## src/rtl/noc_injection_arbiter.sv

```systemverilog
// noc_injection_arbiter: packet-granular round-robin sharing of one router injection port with
// credit flow control. Define NOC_INJ_STATS_EN to add the pkt_count/stall_count outputs.
module noc_injection_arbiter #(
  parameter int NUM_REQ           = 4,
  parameter int DEST_WIDTH        = 4,
  parameter int FLIT_WIDTH        = 256,
  parameter int FLIT_BUFFER_DEPTH = 2,
  localparam int PTR_W            = $clog2(NUM_REQ),
  localparam int CRED_W           = $clog2(FLIT_BUFFER_DEPTH + 1)
) (
  input  logic                  clk,
  input  logic                  rst_n,
  input  logic [NUM_REQ-1:0]    req_valid,
  input  logic [FLIT_WIDTH-1:0] req_data [NUM_REQ],
  input  logic [DEST_WIDTH-1:0] req_dest [NUM_REQ],
  input  logic [NUM_REQ-1:0]    req_is_tail,
  output logic [NUM_REQ-1:0]    req_ready,
  output logic [FLIT_WIDTH-1:0] data_out,
  output logic [DEST_WIDTH-1:0] dest_out,
  output logic                  is_tail_out,
  output logic                  send_out,
  input  logic                  credit_in,
  output logic                  credit_err,
`ifdef NOC_INJ_STATS_EN
  output logic [31:0]           pkt_count,
  output logic [31:0]           stall_count,
`endif
  output logic                  dbg_state,
  output logic [PTR_W-1:0]      dbg_rr_ptr,
  output logic [PTR_W-1:0]      dbg_grant,
  output logic [CRED_W-1:0]     dbg_credits
);

  // Handshake: a flit moves when req_valid[i] && req_ready[i] in the same cycle. Ready never
  // depends on this cycle's credit_in, and dropping valid mid-packet keeps ownership (stall).

  typedef enum logic {IDLE = 1'b0, LOCKED = 1'b1} state_t;

  state_t            state;
  logic [PTR_W-1:0]  rr_ptr;
  logic [PTR_W-1:0]  grant;
  logic [CRED_W-1:0] credits;

  logic              can_send;
  logic              found;
  logic [PTR_W-1:0]  winner;
  logic [PTR_W:0]    cand;
  logic [PTR_W-1:0]  sel;
  logic              sel_tail;
  logic              accept;

  function automatic logic [PTR_W-1:0] next_ptr(input logic [PTR_W-1:0] p);
    return (p == PTR_W'(NUM_REQ - 1)) ? '0 : p + 1'b1;
  endfunction

  assign can_send = (credits != '0);

  // First valid requester scanning upward from rr_ptr, wrapping at NUM_REQ.
  always_comb begin
    found  = 1'b0;
    winner = '0;
    cand   = '0;
    for (int k = 0; k < NUM_REQ; k++) begin
      cand = {1'b0, rr_ptr} + (PTR_W + 1)'(k);
      if (cand >= (PTR_W + 1)'(NUM_REQ)) cand = cand - (PTR_W + 1)'(NUM_REQ);
      if (!found && req_valid[cand[PTR_W-1:0]]) begin
        found  = 1'b1;
        winner = cand[PTR_W-1:0];
      end
    end
  end

  assign sel      = (state == LOCKED) ? grant : winner;
  assign sel_tail = req_is_tail[sel];

  always_comb begin
    req_ready = '0;
    if (rst_n && (state == LOCKED || found)) req_ready[sel] = can_send;
  end

  assign accept = |(req_valid & req_ready);

  always_ff @(posedge clk or negedge rst_n) begin
    if (!rst_n) begin
      state  <= IDLE;
      rr_ptr <= '0;
      grant  <= '0;
    end else if (accept) begin
      case (state)
        IDLE: begin
          grant <= winner;
          if (sel_tail) rr_ptr <= next_ptr(winner);
          else          state  <= LOCKED;
        end
        LOCKED: begin
          if (sel_tail) begin
            state  <= IDLE;
            rr_ptr <= next_ptr(grant);
          end
        end
        default: state <= IDLE;
      endcase
    end
  end

  always_ff @(posedge clk or negedge rst_n) begin
    if (!rst_n) begin
      credits    <= CRED_W'(FLIT_BUFFER_DEPTH);
      credit_err <= 1'b0;
    end else if (accept && !credit_in) begin
      credits <= credits - 1'b1;
    end else if (!accept && credit_in) begin
      if (credits == CRED_W'(FLIT_BUFFER_DEPTH)) credit_err <= 1'b1;
      else                                      credits    <= credits + 1'b1;
    end
  end

  always_ff @(posedge clk or negedge rst_n) begin
    if (!rst_n) begin
      send_out    <= 1'b0;
      data_out    <= '0;
      dest_out    <= '0;
      is_tail_out <= 1'b0;
    end else begin
      send_out <= accept;
      if (accept) begin
        data_out    <= req_data[sel];
        dest_out    <= req_dest[sel];
        is_tail_out <= sel_tail;
      end
    end
  end

`ifdef NOC_INJ_STATS_EN
  always_ff @(posedge clk or negedge rst_n) begin
    if (!rst_n) begin
      pkt_count   <= '0;
      stall_count <= '0;
    end else begin
      if (accept && sel_tail)        pkt_count   <= pkt_count + 32'd1;
      if (|req_valid && !can_send)   stall_count <= stall_count + 32'd1;
    end
  end
`endif

  assign dbg_state   = (state == LOCKED);
  assign dbg_rr_ptr  = rr_ptr;
  assign dbg_grant   = grant;
  assign dbg_credits = credits;

endmodule

```

## config.mk

```make
export PLATFORM = sky130hd
export DESIGN_NAME = noc_injection_arbiter
export DESIGN_NICKNAME = d
export VERILOG_FILES = /design/src/rtl/noc_injection_arbiter.sv
export SDC_FILE = /design/constraint.sdc
export NUM_CORES = 1
export LEC_CHECK = 0
export ABC_AREA = 1
export CAP_MARGIN = 20
export CORE_AREA = 2 2 511 513
export CTS_CLUSTER_SIZE = 20
export DETAILED_ROUTE_END_ITERATION = 10
export DIE_AREA = 0 0 513 515
export REMOVE_ABC_BUFFERS = 1
export SETUP_SLACK_MARGIN = 0.5
export SLEW_MARGIN = 20
export SYNTH_ARGS = -nofsm -noshare
export SYNTH_HDL_FRONTEND = slang
export SYNTH_SLANG_ARGS = --single-unit
```

## constraint.sdc

```tcl
create_clock -name clk -period 2.9 [get_ports clk]
set_input_delay 0.58 -clock clk [delete_from_list [all_inputs] [get_ports clk]]
set_output_delay 0.58 -clock clk [all_outputs]
set_load 0.02 [all_outputs]
```

---- After elaboration in Yosys (flattened, before gate mapping) ----
Cells that the tools add are included.
word-level totals
  word-level logic and storage cells ...... 102
  input port bits ......................... 1051
  flip-flop bits (word level) ............. 270
  output and inout bits ................... 274
operators by class
  mux-type cells .......................... 41
  $add $sub $neg .......................... 11
  eq/ne operators ......................... 6
  reductions and logical operators ........ 19
  bitwise operators ....................... 5
  order comparisons ....................... 11
operator list
  cell                                                                           number
  256-bit binary-select mux with 2-bit select                                    1
  256-bit 2-to-1 mux                                                             2
  2-bit 2-to-1 mux                                                               16
  2-bit by 3-bit less-than comparator with 1-bit output (second input constant)  5
  3-bit >= comparator (second input constant)                                    4
  4-bit 2-to-1 mux                                                               3
  1-bit 2-to-1 mux                                                               11
  1-bit binary-select mux with 2-bit select                                      5
  2-bit by 1-bit subtractor with 2-bit output (second input constant)            5
  4-bit bitwise AND                                                              2
  4-bit binary-select mux with 2-bit select                                      1
  1-bit logical AND                                                              7
  2-bit by 1-bit adder with 2-bit output (second input constant)                 3
  2-bit by 2-bit adder with 3-bit output (second input constant)                 2
  2-bit equality test (second input constant)                                    3
  3-bit AND reduction                                                            2
  1-bit logical NOT                                                              5
  2-bit inequality test (second input constant)                                  2
  2-bit one-hot mux with 2 select lines                                          1
  2-bit nonzero test                                                             2
  4-bit OR reduction                                                             1
  2-bit by 1-bit adder with 3-bit output (second input constant)                 1
  2-bit by 3-bit >= comparator with 1-bit output (second input constant)         1
  2-bit inverter with 3-bit output                                               1
  other kinds (6)                                                                7

---- Logic depth before layout (Yosys ltp) ----
  depth after elaboration ................. 27
  depth in mapped cells ................... 21
  depth with buffers taken out ............ 19

---- Worst setup path after synthesis ----
OpenSTA, ideal clock, no wires.
  kind .................................... reg-to-reg
  from .................................... reg rr_ptr[0], in the netlist dbg_rr_ptr[0]
  to ...................................... reg credits[1], in the netlist dbg_credits[1]
  path buffers ............................ 3
  period minus slack after synthesis ...... 2.817 ns
  library setup time ...................... 0.088 ns
  cell stages (with the launch flop) ...... 20
  arrival time ............................ 2.730 ns
  required time ........................... 2.812 ns
  setup slack ............................. 0.083 ns
  cell sequence ........................... dfrtp_1 > buf_4 > nand2_1 > nand3_1 > nand2_1 > nor2_2 > nand3_1 > nand4_2 > nand2_4 > nor2_4 > nand3_1 > nand2_1 > inv_2 > nand2_1 > buf_4 > buf_2 > ha_1 > a21oi_1 > o21ai_0 > xor2_1
between the ends
  longest elaborated chain between the ends .. 27
  elaborated cells between the ends (all ways) .. 56
  those cells by class .................... 7 x add/sub; 6 x order compare; 1 x eq/ne; 25 x mux; 2 x bitwise; 15 x reduce/logical
ends and longest elaborated chain
  what                                                                             line  text
  start, declared                                                                  40    logic [PTR_W-1:0] rr_ptr;
  start signal, assigned                                                           92    if (sel_tail) rr_ptr <= next_ptr(winner);
  start signal, assigned                                                           98    rr_ptr <= next_ptr(grant);
  branches (longest 20 deep; another with 2-bit by 1-bit adder with 3-bit output)  -
  4-bit 2-to-1 mux *                                                               78    if (rst_n && (state == LOCKED || found)) req_ready[sel] = can_send;
  4-bit bitwise AND *                                                              81    assign accept = |(req_valid & req_ready);
  4-bit OR reduction *                                                             81
  net accept                                                                       50    logic accept;
  1-bit logical NOT                                                                112   end else if (!accept && credit_in) begin
  1-bit logical AND                                                                112
  2-bit nonzero test (no source line)                                              -
  2-bit AND reduction (no source line)                                             -
  end signal, assigned                                                             108   credits <= CRED_W'(FLIT_BUFFER_DEPTH);
  end signal, assigned                                                             111   credits <= credits - 1'b1;
  end signal, assigned                                                             114   else credits <= credits + 1'b1;
  end, declared                                                                    42    logic [CRED_W-1:0] credits;
Mark *: on every way through the listed nets, which the timed path passes. The select of a mux whose other input is x is not followed.
A chain may end at the register's enable or synchronous reset.

---- Worst setup path in the final report ----
  from .................................... reg rr_ptr[0], in the netlist dbg_rr_ptr[0]
  to ...................................... reg data_out[228]
between the ends
  longest elaborated chain between the ends .. 23
  elaborated cells between the ends (all ways) .. 53
  those cells by class .................... 7 x add/sub; 6 x order compare; 27 x mux; 3 x bitwise; 10 x reduce/logical
ends and longest elaborated chain
  what                                                                             line  text
  branches (longest 23 deep; another with 2-bit by 1-bit adder with 3-bit output)  -
  end signal, assigned                                                             127   data_out <= req_data[sel];
  end, declared                                                                    18    output logic [FLIT_WIDTH-1:0] data_out,
Parallel ways; which one is timed is not known. The select of a mux whose other input is x is not followed.

==> results_dict.tcl <==
set metrics [dict create \
    status "finished, violations left" \
    violations "setup timing" \
    cp_data_arrival_time_ps 3750 \
    worst_pin_slew_ps 1030 \
    dp_slack_ps -620 \
    period_share 1.11 \
    routedWlPerCell_um 31.9 \
    critPathMaxFanout 8 \
    syn-cell-area_um2 16700 \
    power.leakage_nw 16.9 \
    die_w_um 513 \
    grt_max_degree 114 \
    io_pins 1325 \
    muxShareOfSynthArea 0 \
    drv_cap 0 \
    antenna_found_initial 338 \
    first_iter_violations 2819 \
    syn_inst 2657 \
    cts_buffers 43 \
    hold_viol 0 \
    cts_buffer_depth 3 \
    cts_tree "built" \
    hold_class "flip-flop to flip-flop" \
    crit_path_max_incr_delay_ps 470 \
    num_vias 27696 \
    syn_avg_cell_area_um2 6.29 \
    grt_pass1_vias 25564 \
    detail-route-antenna-nets 0 \
    cts-root-buf "clkbuf_16" \
    synth_ff_type "dfrtp_1" \
    fin_util 0.158 \
    die-area_um2 264000 \
    power_density_nw_per_um2 1350 \
    maxSlewHeadroom 0.311 \
    htreeDepth 2 \
    synth_xor_area_frac 0.000524 \
    min_period_ps 3220 \
    drcViolationCount 0 \
    drive_gt1_frac 0.161 \
    dp_hpwl_um 211000 \
    clk_latency_ps 650 \
    core-area_um2 259000 \
    hold_ws_ps 477 \
    cts_num_sinks 270 \
    grtUsageTotal 0.175 \
    placement.io_buffers 1324 \
    drt-pass1-iter-count 5 \
    yosys.area_share.simple 0.534 \
    worst_slack_ps -317 \
    slew_violations 0 \
    vias_per_cell 3.57 \
    place.gp.congestion 1.00 \
    gr-total-overflow 0 \
    rsz0062_at_grt "true" \
    cp_data_required_time_ps 3430 \
    ys_ff_latch 270 \
    synthArstFlopShare 1.00 \
    max_freq_mhz 311 \
    critPathSlowestCell "dfrtp_2" \
    area_growth_pct 144 \
    cpMostUsedCell "nand2_4" \
    dieHeight_um 515 \
    ys_seq_area_frac 0.404 \
    synth_compound_area_frac 0.00516 \
    path_cells "buf_12 -> nand2_4 -> nand2_4 -> nand2_4 -> nand2_4 -> nor2_4 -> nand3_4 -> nand4_4 -> nand2_4 -> buf_4 -> buf_4 -> buf_12 -> nor2_4 -> nand3_2 -> nand2_2 -> buf_6 -> nor2_4 -> buf_12 -> buf_12 -> buf_16 -> buf_8 -> clkbuf_16 -> nand2_2 -> nand2_1" \
    final_nets 5257 \
    grt_pass1_wl_um 294000 \
    setup_viol 272 \
    critPathKind "flip-flop to flip-flop" \
    num_rows 187 \
    skew_ps 22.8 \
    synth_top_family_by_area "simple AND/OR/NAND/NOR gates" \
    synth_edf_count 0 \
    wl_um 247000 \
    yosys_warnings 0 \
    ys_types 32 \
    cp-end-kind "flip-flop" \
    start_util 0.0647 \
    cts.clk_slew.worst_paths_ps 60 \
    peakVddDrop_mv 0.563 \
    synth_fa_ha_area_frac 0.00225 \
    cp-start-kind "flip-flop" \
]
[flip-flops by register name, indices dropped and copies added, names as in the netlist]
name	count
dest_out	4
data_out	256
dbg_grant	2
dbg_rr_ptr	2
dbg_state	1
credit_err	1
is_tail_out	1
dbg_credits	2
send_out	1
[layer usage]
layer  share of wire  track usage  up-vias  routed length (um)
met5          0.0071            0        -                1750
met4           0.056       0.0746      264               13800
met3            0.16        0.112      726               39100
met2            0.42        0.266     2031              104000
met1            0.36        0.191    12929               88400
li1                -            -    11746                   -
[Yosys cell counts (2+ instances only)]
| cell type | n | share of area |
|---|---|---|
| a21oi_1 | 2 | 0.00060 |
| and2_1 | 2 | 0.00075 |
| buf_1 | 5 | 0.0011 |
| buf_2 | 93 | 0.028 |
| buf_4 | 2 | 0.00090 |
| buf_6 | 8 | 0.0054 |
| clkbuf_1 | 63 | 0.014 |
| dfrtp_1 | 269 | 0.40 |
| ha_1 | 3 | 0.0022 |
| inv_1 | 15 | 0.0034 |
| inv_2 | 5 | 0.0011 |
| nand2_1 | 1881 | 0.42 |
| nand3_1 | 13 | 0.0039 |
| nand4_1 | 265 | 0.099 |
| nand4_2 | 2 | 0.0015 |
| nor2_1 | 5 | 0.0011 |
| nor2_2 | 3 | 0.0011 |
| nor3_1 | 2 | 0.00060 |
| o21ai_0 | 6 | 0.0018 |
[per-stage QoR]
stage	instances	area (um^2)	setup TNS (ps)	total power, mW
4_1_cts	7579	38500	-41430	50.9
3_3_place_gp	7462	36100	-139250	42.5
5_1_grt	7673	40600	-94130	58.0
3_5_place_dp	7462	36100	-132520	42.4
6_report	7759	40800	-57010	55.0
2_1_floorplan	2486	15900	-1633550	18.0
[area by class of cell]
| class | instances | area (um^2) |
|---|---|---|
| timing repair buffer | 1671 | 18000 |
| fill | 29513 | 218000 |
| multi-input combinational | 2196 | 9930 |
| timing repair inverter | 1 | 5.00 |
| clock buffer | 57 | 1230 |
| antenna | 122 | 305 |
| clock inverter | 20 | 200 |
| tap | 3402 | 4260 |
| sequential | 270 | 6760 |
| inverter | 20 | 103 |
[worst paths after layout]
check / startpoint / end / slack [ps] / cells after the start
max: dbg_rr_ptr[0] / data_out[228] / -320 / 24
min: data_out[65] / data_out[65] / 480 / 2
max reg2reg: dbg_rr_ptr[0] / data_out[228] / -320 / 24
min reg2reg: data_out[65] / data_out[65] / 480 / 2
max in group asynchronous: rst_n / data_out[43] / 1090 / 4
min in group asynchronous: rst_n / data_out[190] / 560 / 3
[repair_timing]
item / CTS / global route
endpoints found under the hold margin: 12 / 0
pin swaps: 19 / 36
gates resized for setup: 78 / 321
hold buffers: 1 / 0
setup buffers: 24 / 31
gates cloned: 15 / 27
endpoints found under the setup margin: 343 / 334
[where the power goes]
group          total [mW]  switching [mW]  leakage [nW]  internal, mW
Combinational        42.5            24.8          12.7          17.8
Clock                5.60            2.42         0.693          3.17
Sequential           6.95            1.39          3.42          5.55
Total                55.0            28.6          16.9          26.5
[critical path: cells and delay by family, from the launching register on]
family | cells | cell delay [ps]
DFF | 1 | 470
and+or+nand+nor | 14 | 1160
buffers and inverters | 10 | 1440
[kinds of logic after synthesis]
family / count (synthesis)
fa+ha+maj: 3
flops: 270
compound gates: 14
xor+xnor: 1
buf+inv: 191
simple gates: 2178
[cell usage in the layout, fill, tap and decap left out, drive strengths merged, types with 2 or more instances in the layout]
master         instances
bufinv                 2
nand2               1882
clkbuf                80
clkdlybuf4s50       1312
clkinv                 9
nand4                267
nand3                 15
a21oi                  2
o21ai                  6
clkinvlp               5
nor2                   9
nor3                   2
inv                   25
buf                  334
ha                     3
and2                   2
diode                122
dfrtp                269
Note: power is estimated with default switching activity, not from simulation.
